===== src/rtl/pe_row_datapath.sv =====
// pe_row_datapath: row of NB_PE MAC units sharing one activation, results serialised one channel per beat.
// Define PE_ROW_SATURATE_EN to clamp (instead of wrap) when narrowing the scaled accumulator to the output width.
module pe_row_datapath #(
  parameter int IO_DATA_WIDTH      = 16,
  parameter int ACCUMULATION_WIDTH = 32,
  parameter int NB_PE              = 4,
  parameter int MAX_K              = 576,
  parameter int OUTPUT_SCALE       = 0,
  localparam int KW = $clog2(MAX_K + 1),
  localparam int CW = NB_PE > 1 ? $clog2(NB_PE) : 1
) (
  input  logic                            clk,
  input  logic                            arst_n_in,
  input  logic                            start,
  input  logic [KW-1:0]                   k_total,
  output logic                            running,
  output logic                            done,
  input  logic signed [IO_DATA_WIDTH-1:0] a_input,
  input  logic                            a_valid,
  output logic                            a_ready,
  input  logic signed [IO_DATA_WIDTH-1:0] b_input,
  input  logic                            b_valid,
  output logic                            b_ready,
  output logic signed [IO_DATA_WIDTH-1:0] out,
  output logic                            output_valid,
  input  logic                            output_ready,
  output logic [CW-1:0]                   output_ch
);
  localparam logic [CW-1:0] LAST = CW'(NB_PE - 1);
  typedef enum logic [1:0] {IDLE, LOAD_W, MAC, DRAIN} state_t;
  state_t state, state_nx;
  logic [KW-1:0] k_lat, step;
  logic [CW-1:0] widx, ch;
  logic signed [IO_DATA_WIDTH-1:0] w [NB_PE];
  logic signed [ACCUMULATION_WIDTH-1:0] acc [NB_PE];
  logic signed [2*IO_DATA_WIDTH-1:0] prod [NB_PE];
  logic signed [ACCUMULATION_WIDTH-1:0] shifted;
  logic signed [IO_DATA_WIDTH-1:0] narrowed;
  logic a_fire, b_fire, o_fire, go, last_step;
  assign running      = state != IDLE;
  assign b_ready      = state == LOAD_W;
  assign a_ready      = state == MAC;
  assign output_valid = state == DRAIN;
  assign output_ch    = ch;
  assign a_fire       = a_valid && a_ready;
  assign b_fire       = b_valid && b_ready;
  assign o_fire       = output_valid && output_ready;
  assign go           = state == IDLE && start && k_total != '0;
  assign last_step    = step == k_lat - KW'(1);
  for (genvar i = 0; i < NB_PE; i++) begin : g_pe
    assign prod[i] = a_input * w[i];
  end
  assign shifted = acc[ch] >>> OUTPUT_SCALE;
`ifdef PE_ROW_SATURATE_EN
  localparam logic signed [ACCUMULATION_WIDTH-1:0] SAT_HI = ACCUMULATION_WIDTH'((2 ** (IO_DATA_WIDTH - 1)) - 1);
  localparam logic signed [ACCUMULATION_WIDTH-1:0] SAT_LO = ~SAT_HI;
  assign narrowed = shifted > SAT_HI ? IO_DATA_WIDTH'(SAT_HI) :
                    shifted < SAT_LO ? IO_DATA_WIDTH'(SAT_LO) : IO_DATA_WIDTH'(shifted);
`else
  assign narrowed = IO_DATA_WIDTH'(shifted);
`endif
  assign out = output_valid ? narrowed : '0;
  always_comb begin
    state_nx = state;
    case (state)
      IDLE:    state_nx = go ? LOAD_W : IDLE;
      LOAD_W:  state_nx = b_fire && widx == LAST ? MAC : LOAD_W;
      MAC:     state_nx = a_fire ? (last_step ? DRAIN : LOAD_W) : MAC;
      DRAIN:   state_nx = o_fire && ch == LAST ? IDLE : DRAIN;
      default: state_nx = IDLE;
    endcase
  end
  always_ff @(posedge clk or negedge arst_n_in) begin
    if (!arst_n_in) begin
      state <= IDLE;
      k_lat <= '0;
      step  <= '0;
      widx  <= '0;
      ch    <= '0;
      done  <= 1'b0;
      for (int i = 0; i < NB_PE; i++) begin
        w[i]   <= '0;
        acc[i] <= '0;
      end
    end else begin
      state <= state_nx;
      done  <= o_fire && ch == LAST;
      if (go) begin
        k_lat <= k_total;
        step  <= '0;
      end
      if (b_fire) begin
        w[widx] <= b_input;
        widx    <= widx == LAST ? '0 : widx + CW'(1);
      end
      // step 0 restarts every accumulator, so no separate clear pass is needed
      if (a_fire) begin
        for (int i = 0; i < NB_PE; i++)
          acc[i] <= (step == '0 ? '0 : acc[i]) + ACCUMULATION_WIDTH'(prod[i]);
        step <= last_step ? step : step + KW'(1);
        if (last_step) ch <= '0;
      end
      if (o_fire) ch <= ch == LAST ? '0 : ch + CW'(1);
    end
  end
endmodule


===== config.mk =====
export PLATFORM = sky130hd
export DESIGN_NAME = pe_row_datapath
export DESIGN_NICKNAME = d
export VERILOG_FILES = /design/src/rtl/pe_row_datapath.sv
export SDC_FILE = /design/constraint.sdc
export NUM_CORES = 2
export LEC_CHECK = 0
export CORE_ASPECT_RATIO = 1.4
export CORE_UTILIZATION = 60
export CTS_CLUSTER_DIAMETER = 30
export DETAILED_ROUTE_END_ITERATION = 10
export PLACE_DENSITY_LB_ADDON = 0.12
export SYNTH_ARGS = -nofsm -noshare
export SYNTH_HDL_FRONTEND = slang
export SYNTH_SLANG_ARGS = --single-unit

===== constraint.sdc =====
create_clock -name clk -period 6.5 [get_ports clk]
set_clock_uncertainty 0.05 [all_clocks]
set_input_delay 1.95 -clock clk [delete_from_list [all_inputs] [get_ports clk]]
set_output_delay 1.95 -clock clk [all_outputs]
set_load 0.02 [all_outputs]

* Yosys cells after proc, flatten, opt, wreduce, memory -nomap -nowiden
Index checks and enable logic that the tools add are counted.
Storage, ports and cells: bits in read-only memories 0, bits in latches 0, bits of input ports 48, output and inout bits 23, memory bits (writable) 0, word-level logic and storage cells 80, memories 0, register bits after elaboration 219
Operators by class: add/sub/neg operators 8, multiply operators 4, shift operators 0, magnitude comparators 3, reductions and logical operators 17, muxes and demuxes 25, bitwise logic cells 2, div/mod/pow operators 0, equality and inequality tests 7
Operators with widths (count):
- $add A32 B32 Y32 | 4
- $mul A16 B16 Y32 | 4
- $mux W32 | 4
- $bmux W32 S2 | 1
- $bwmux W64 | 1
- $mux W16 | 4
- $demux W16 S2 | 1
- $mux W10 | 3
- $mux W2 | 9
- $add A10 B1 Y10 const B | 1
- $eq A10 B10 Y1 | 1
- $logic_not A10 Y1 | 1
- $reduce_bool A10 Y1 | 1
- $sub A10 B1 Y10 const B | 1
- $eq A2 B2 Y1 const B | 4
- $logic_and A1 B1 Y1 | 8
- $pmux W2 S4 | 1
- $reduce_bool A2 Y1 | 4
- $ge A3 B3 Y1 const B | 2
- $not A2 Y3 | 2
- $add A2 B1 Y2 const B | 2
- $reduce_and A2 Y1 | 2
- $lt A3 B1 Y1 const B | 1
- $eq A2 B1 Y1 const B | 1
- other kinds (3) | 3

* Depth between registers and ports, before layout
depth after elaboration 6, mapped depth 23, depth with buffers taken out 22

* Least setup slack after synthesis
Ideal clock, no wire load.
path kind in2reg, start point input port a_input[6], end point register acc[79] (netlist bit), slack -489 ps, stages on the path 19, setup time 133 ps, required time 6317 ps, arrival time 6806 ps, cell sequence clkbuf_1 -> clkbuf_1 -> nand2_1 -> fa_1 -> fa_1 -> inv_1 -> fa_1 -> inv_1 -> fa_1 -> fa_1 -> fa_1 -> inv_1 -> ha_1 -> o21a_1 -> nor2_1 -> inv_1 -> a31oi_1 -> xnor2_1 -> o21ai_0
On the way: longest elaborated chain between the ends 2
RTL lines:
- start: declaration | RTL line 18 | input logic signed [IO_DATA_WIDTH-1:0] a_input,
- $mul A16 B16 Y32 | RTL line 51 | assign prod[i] = a_input * w[i];
- $add A32 B32 Y32 | RTL line 99 | acc[i] <= (step == '0 ? '0 : acc[i]) + ACCUMULATION_WIDTH'(prod[i]);
- end signal: indexed assignment | RTL line 99
- end: declaration | RTL line 35 | logic signed [ACCUMULATION_WIDTH-1:0] acc [NB_PE];
No other way between the ends. A chain may end at the register's enable or synchronous reset.

* Worst setup path in the final report
start point input port a_input[6], end point register acc[13] (netlist bit)
Same word-level chain as after synthesis.

==> results <==
- The reg-to-reg critical path startpoint is step[0].
- In this run the worst path has a maximum fanout of 4.
- In the final layout, the multi-input gates occupy 20000 um^2.
- Summing every instance area after synthesis gives 26100 um^2.
- In the global route stage, overall resource usage came out at 36.4%.
- The initial core utilization is 60.7%.
- Once detail routing completed, the nets flagged for antenna violations numbered 0.
- The congestion estimate from routability-driven global placement came to 0.921.
- The final number of hold-violating endpoints is 0.
- The worst hold path terminates at k_lat[9].
- The number of instances on the worst hold path is 2.
- The layout has 3318 filler cells.
- For the worst setup path, the data required time is 6.81 ns.
- Summed over all layers, the global routing overflow is 0.
- The longest clock path from root to sink contains 2 buffers.
- Using the TritonRoute via totals, the vias-per-cell ratio works out to 5.53.
- Based on the critical path, the design can be clocked at up to 0.152 GHz.
- The final setup slack of the worst path is -0.0617 ns.
- By instance count, the leading cell after synthesis is inv_1.
- The category of the worst setup path launch point is an input port.
- TritonCTS built the clock tree.
- The wire length of the first global-routing pass is 121 mm.
- The net count of the finished layout is 3792.
- The register cell area after layout is 3880 um^2.
- The flow ran to the end, but the final reports show violations.
- Detailed placement ended at an HPWL of 57.9 mm.
- In the synthesized netlist, the cells that appear most often are inv_1, and2_1, fa_1.
- Clock latency on the worst-skew pair, taken at its later pin, is 0.48 ns.
- For this run, the leading register cell type out of synthesis is dfrtp_1.
- For this design, the sink count on the clock tree is 155.
- The critical hold path startpoint is k_lat[9].
- The area share of the largest cell type after synthesis is 28.5%.
- The worst hold slack is 0.445 ns.
- Synthesis produced 2907 cells.
- Setup repair after global routing could not meet its margin everywhere.
- The wire length reported by the detailed router is 75.7 mm.
- The time the worst path needs with I/O delays and setup is 6.56 ns.
- At the worst endpoint, the arrival time is 6.87 ns.
- The area growth from synthesis to layout is 17.9%.
- The number of hold buffers added after CTS is 0.
- The level count of the clock H-tree is 4.
- The net count of the mapped netlist is 3599.
- The number of slew-limit violations in the final report was 0.
- The synthesized design spends more area on one cell type than any other, namely fa_1.
- A synthesized cell averages 8.98 um^2.
- The first-iteration detailed-routing DRC count is 1212.
- Setup violations remaining at the end of the flow were counted as 3.
- The quantity of I/O buffers inserted on ports is 70.
- For flop-to-flop paths, the worst setup slack is 0.63 ns.
- The number of buffers created by CTS is 17.
- Clock-pin slew was measured on the worst setup and hold paths at 0.07 ns.
- The flop and latch count out of synthesis is 155.
- The first detailed-routing pass ran for 5 iterations.
- The total number of vias is 20259.
- Summing the sequential cell areas from Yosys gives 14.9% of the chip area.
- The setup path with the least slack is of type in2reg.
- 71 I/O pins were placed.
- The slew of the pin with the lowest slew margin is 1.06 ns.
- In this run, synthesis inferred 0 flip-flops with an integrated enable.
- The final reports fail on setup timing.
- The worst reg2reg path endpoint is acc[109].
- Measured along the x axis, the die boundary spans 178 um.
- The depth of the worst register-to-register path is 24.
- The die is 249 um tall.
- The initial antenna violation count is 3.
- The distinct cell type count after synthesis is 51.
- The maximum number of pins on one net before global-route repair is 77.
- The root cell of the clock tree is clkbuf_16.
- The worst path uses 101% of the clock period.
- The max capacitance violation total is 0.
- The die outline area is 44400 um^2.
- By area the synthesized netlist is led by fa_1, dfrtp_1, ha_1.
- The number of cell rows is 90.
- After detailed routing, the average wire length per cell comes to 20.7 um.
- Counting flops with an async set or reset pin after synthesis yields a share of 100%.
- The worst hold path belongs to the class reg2reg.
- In the routed design, unresolved DRC markers number 0.
- In the final layout, the share of cells above drive strength 1 is 18.3%.
- The relative slew slack is 29.2%.
- The via count of the first global-routing pass is 22156.
- The placeable core region is 43000 um^2.
- For this run, the number of Yosys warnings is 0.
- The worst setup path is captured at a register.
routing by layer:
metal  vias up  global-route usage, %  wire [um]
li1       9049                      -          -
met3       195                   4.81       4530
met5         -                      0          0
met1     10309                   46.2      29400
met2       706                   60.9      37600
met4         0                   18.2       4150
kinds of logic after synthesis:
kind of cell / synth area share (%)
flip-flops: 14.9
AO/OA/AOI/OAI: 4.37
AND/OR/NAND/NOR: 16.9
buffers and inverters: 11.8
adder cells (fa/ha/maj): 41.6
multiplexers: 4.14
XOR/XNOR: 6.37
metrics by stage:
step	util, %	std cells	setup TNS [ns]	cell area, um^2	setup WS, ns
finish	71.6	3666	-0.133	30800	-0.0617
global route	71.5	3664	-1.40	30800	-0.196
CTS	70.7	3658	-0.106	30400	-0.0435
detailed placement	67.6	3592	-19.64	29100	-1.04
global placement	67.6	3592	-18.22	29100	-0.938
floorplan	-	2907	-1.23	26700	-0.238
layout by cell type, fill, tap and decap left out, types with 37 or more instances in the layout:
master	n
dfrtp_1	155
buf_4	177
xnor2_1	122
and2_1	368
nand2_1	345
mux2_2	64
fa_1	354
clkdlybuf4s50_1	55
and2_4	37
o21ai_0	44
inv_2	48
ha_1	242
inv_1	644
sequential cells by signal, indices dropped and copies added, names as in the netlist:
| signal | count |
|---|---|
| state | 2 |
| acc | 64 |
| step | 10 |
| k_lat | 10 |
| done | 1 |
| output_ch | 2 |
| w | 64 |
| widx | 2 |
worst max-delay path, cell delays in order:
cell and delay [ns]:
buf_12 0.11, buf_12 0.13, buf_12 0.13, and2_1 0.17
fa_1 0.52, inv_2 0.05, fa_1 0.49, inv_2 0.04
ha_2 0.16, fa_1 0.47, fa_1 0.56, inv_1 0.05
fa_1 0.49, inv_2 0.05, ha_4 0.15, or3_4 0.36
o21ba_4 0.21, o21ai_2 0.14, a21boi_2 0.07, or3_1 0.31
a31o_2 0.25
worst max path at each step:
| stage | depth (start not counted) | from | endpoint | slack (ns) |
|---|---|---|---|---|
| 6_report | 21 | a_input[6] | acc[13] | -0.06 |
| 5_1_grt | 21 | a_input[7] | acc[13] | -0.20 |
| 4_1_cts | 20 | a_input[6] | acc[13] | -0.04 |
| 3_5_place_dp | 19 | a_input[8] | acc[111] | -1.04 |
| 3_3_place_gp | 20 | a_input[10] | acc[111] | -0.94 |
| 2_1_floorplan | 20 | a_input[5] | acc[13] | -0.24 |
area by class of cell:
type,instances,area share (%)
antenna,2,0.0163
clock buffer,18,1.43
clock inverter,13,0.427
inverter,693,8.46
multi-input combinational,1931,65.1
sequential,155,12.6
tap,552,2.24
timing repair buffer,302,9.76
repair_timing:
item / CTS / global route
cloned: 7 / 1
pin swaps: 93 / 123
setup buffers: 29 / 10
setup endpoints to repair: 23 / 18
resized for setup: 118 / 107
Power is not shown: default switching activity piles up to over one toggle a cycle in this logic, so the estimate is an artifact.
==> RTL change, RTL diff (config.mk and constraints unchanged) <==
Make the reset (`arst_n_in`) synchronous in one clocked block.
--- a/src/rtl/pe_row_datapath.sv
+++ b/src/rtl/pe_row_datapath.sv
@@ -72,3 +72,3 @@
   end
-  always_ff @(posedge clk or negedge arst_n_in) begin
+  always_ff @(posedge clk) begin
     if (!arst_n_in) begin
Check against the original RTL: differs if arst_n_in is asserted again (counterexample within 4 cycles, from zero or initial values and one cycle with arst_n_in low); with arst_n_in held inactive, the same outputs for 4 cycles.
==> RTL change against the original RTL <==
The run still ends with setup timing left; area after synthesis shrank 0.81%; critical path type unchanged; largest cell class unchanged; worst setup slack got worse by 110 ps; critical path depth is 1 higher; final area decreased by 1.1%; synthesized cell count down 4.0%; sequential cell count grew 2; first-iteration DRC count fell by 12%; routed wire length is 3.7% lower; hold slack improved by 51 ps; count of clock-buffer cells in the layout is 1 lower.
Power is left out: it rests on default switching activity, and per cell area and clock period it moved more than threefold.
==> RTL change: results (changes against the original RTL) <==
[placed_design]
dp_cells = 3479  ; -3.1%
place_area_um2 = 28700  ; -1.3%
place_ws_ps = -1150  ; -111 ps
dpl.hpwl_mm = 57.3  ; -1.2%

[synth]
avgSynthCellArea_um2 = 9.28  ; +3.3%
synth_xor_area_frac = 0.0646  ; +0.000862
synth_ff_type = edfxtp_1
netlist_top_cells_count = inv_1 (634), and2_1 (433), fa_1 (372)
synth-compound-area-share = 0.0323  ; -0.0114
yosysUniqueCellTypes = 57  ; +12%
synthArstFlopShare = 0  ; -1.00
synth_edf_count = 128  ; +128
synthMuxAreaShare = 0.0186  ; -0.0228
yosys-top-cells-area = fa_1 (29%), edfxtp_1 (15%), ha_1 (13%)
synthAdderAreaFrac = 0.418  ; +0.00197

[sta]
hold-worst-slack_ps = 496  ; +51.3 ps
setup-violations-final = 3  ; unchanged
layout_setup_ws_ps = -168  ; -106 ps
fin_setup_tns_ps = -338  ; -205 ps

[finish]
drive_gt1_frac = 0.160  ; -0.0223
instances_no_fill = 3558  ; -2.9%

[routing]
wl_met1_mm = 25.9  ; -12%
wl_met3_mm = 3.94  ; -13%
wire_per_inst_um = 20.5  ; -0.78%
post_drt_via_cell_ratio = 5.54  ; +0.23%
met2_length_mm = 38.2  ; +1.5%

[worst_setup_path]
worstPathMaxFanout = 6  ; +2
setup.worst_path.end = acc[2][15]$_SDFFCE_PN0P_
r2r_slack_ps = 660  ; +30 ps

[global_routing]
grt_pass1_vias = 21900  ; -1.3%
grt_antenna_before_repair = 2  ; -1
grt_max_degree = 65  ; -16%
grt_use_met3 = 0.0476  ; -0.000436
grt_use_met1 = 0.382  ; -0.0802
grt_pass1_wl_mm = 115  ; -5.0%

[outcome]
status = finished with violations
violations = setup timing

[worst_hold_path]
hp-start = k_lat[9]$_SDFFE_PN0P_
min_to = k_lat[9]$_SDFFE_PN0P_

[cts]
postCtsSetupBuffers = 30  ; +3.4%

-- RTL change: changes by cell type after synthesis, sizes merged, moves of 11 or more --
cell / before / now
o21ai: 67 / 23
nor2: 24 / 86
clkbuf: 125 / 114
dfrtp: 155 / 0
and3: 8 / 20
edfxtp: 0 / 128
dfxtp: 0 / 29
nand2: 350 / 283
mux2: 64 / 1
mux2i: 0 / 11
and2: 405 / 433
inv: 693 / 634
-- RTL change: kinds of logic after synthesis --
kind of cell,after synthesis
adders and majority gates,641
AOI/OAI and AO/OA,128
muxes,28
DFF,157
xor gates and xnor gates,172
and+or+nand+nor,911
buffers and inverters,754
-- RTL change: layout make-up --
| type | count | area, µm² |
|---|---|---|
| Multi-Input combinational cell | 1880 | 19400 |
| Fill cell | 3238 | 11900 |
| Sequential cell | 157 | 4420 |
| Timing Repair Buffer | 305 | 2950 |
| Inverter | 634 | 2380 |
| Tap cell | 546 | 683 |
| Clock buffer | 17 | 425 |
| Clock inverter | 15 | 165 |
| Antenna cell | 4 | 10.0 |
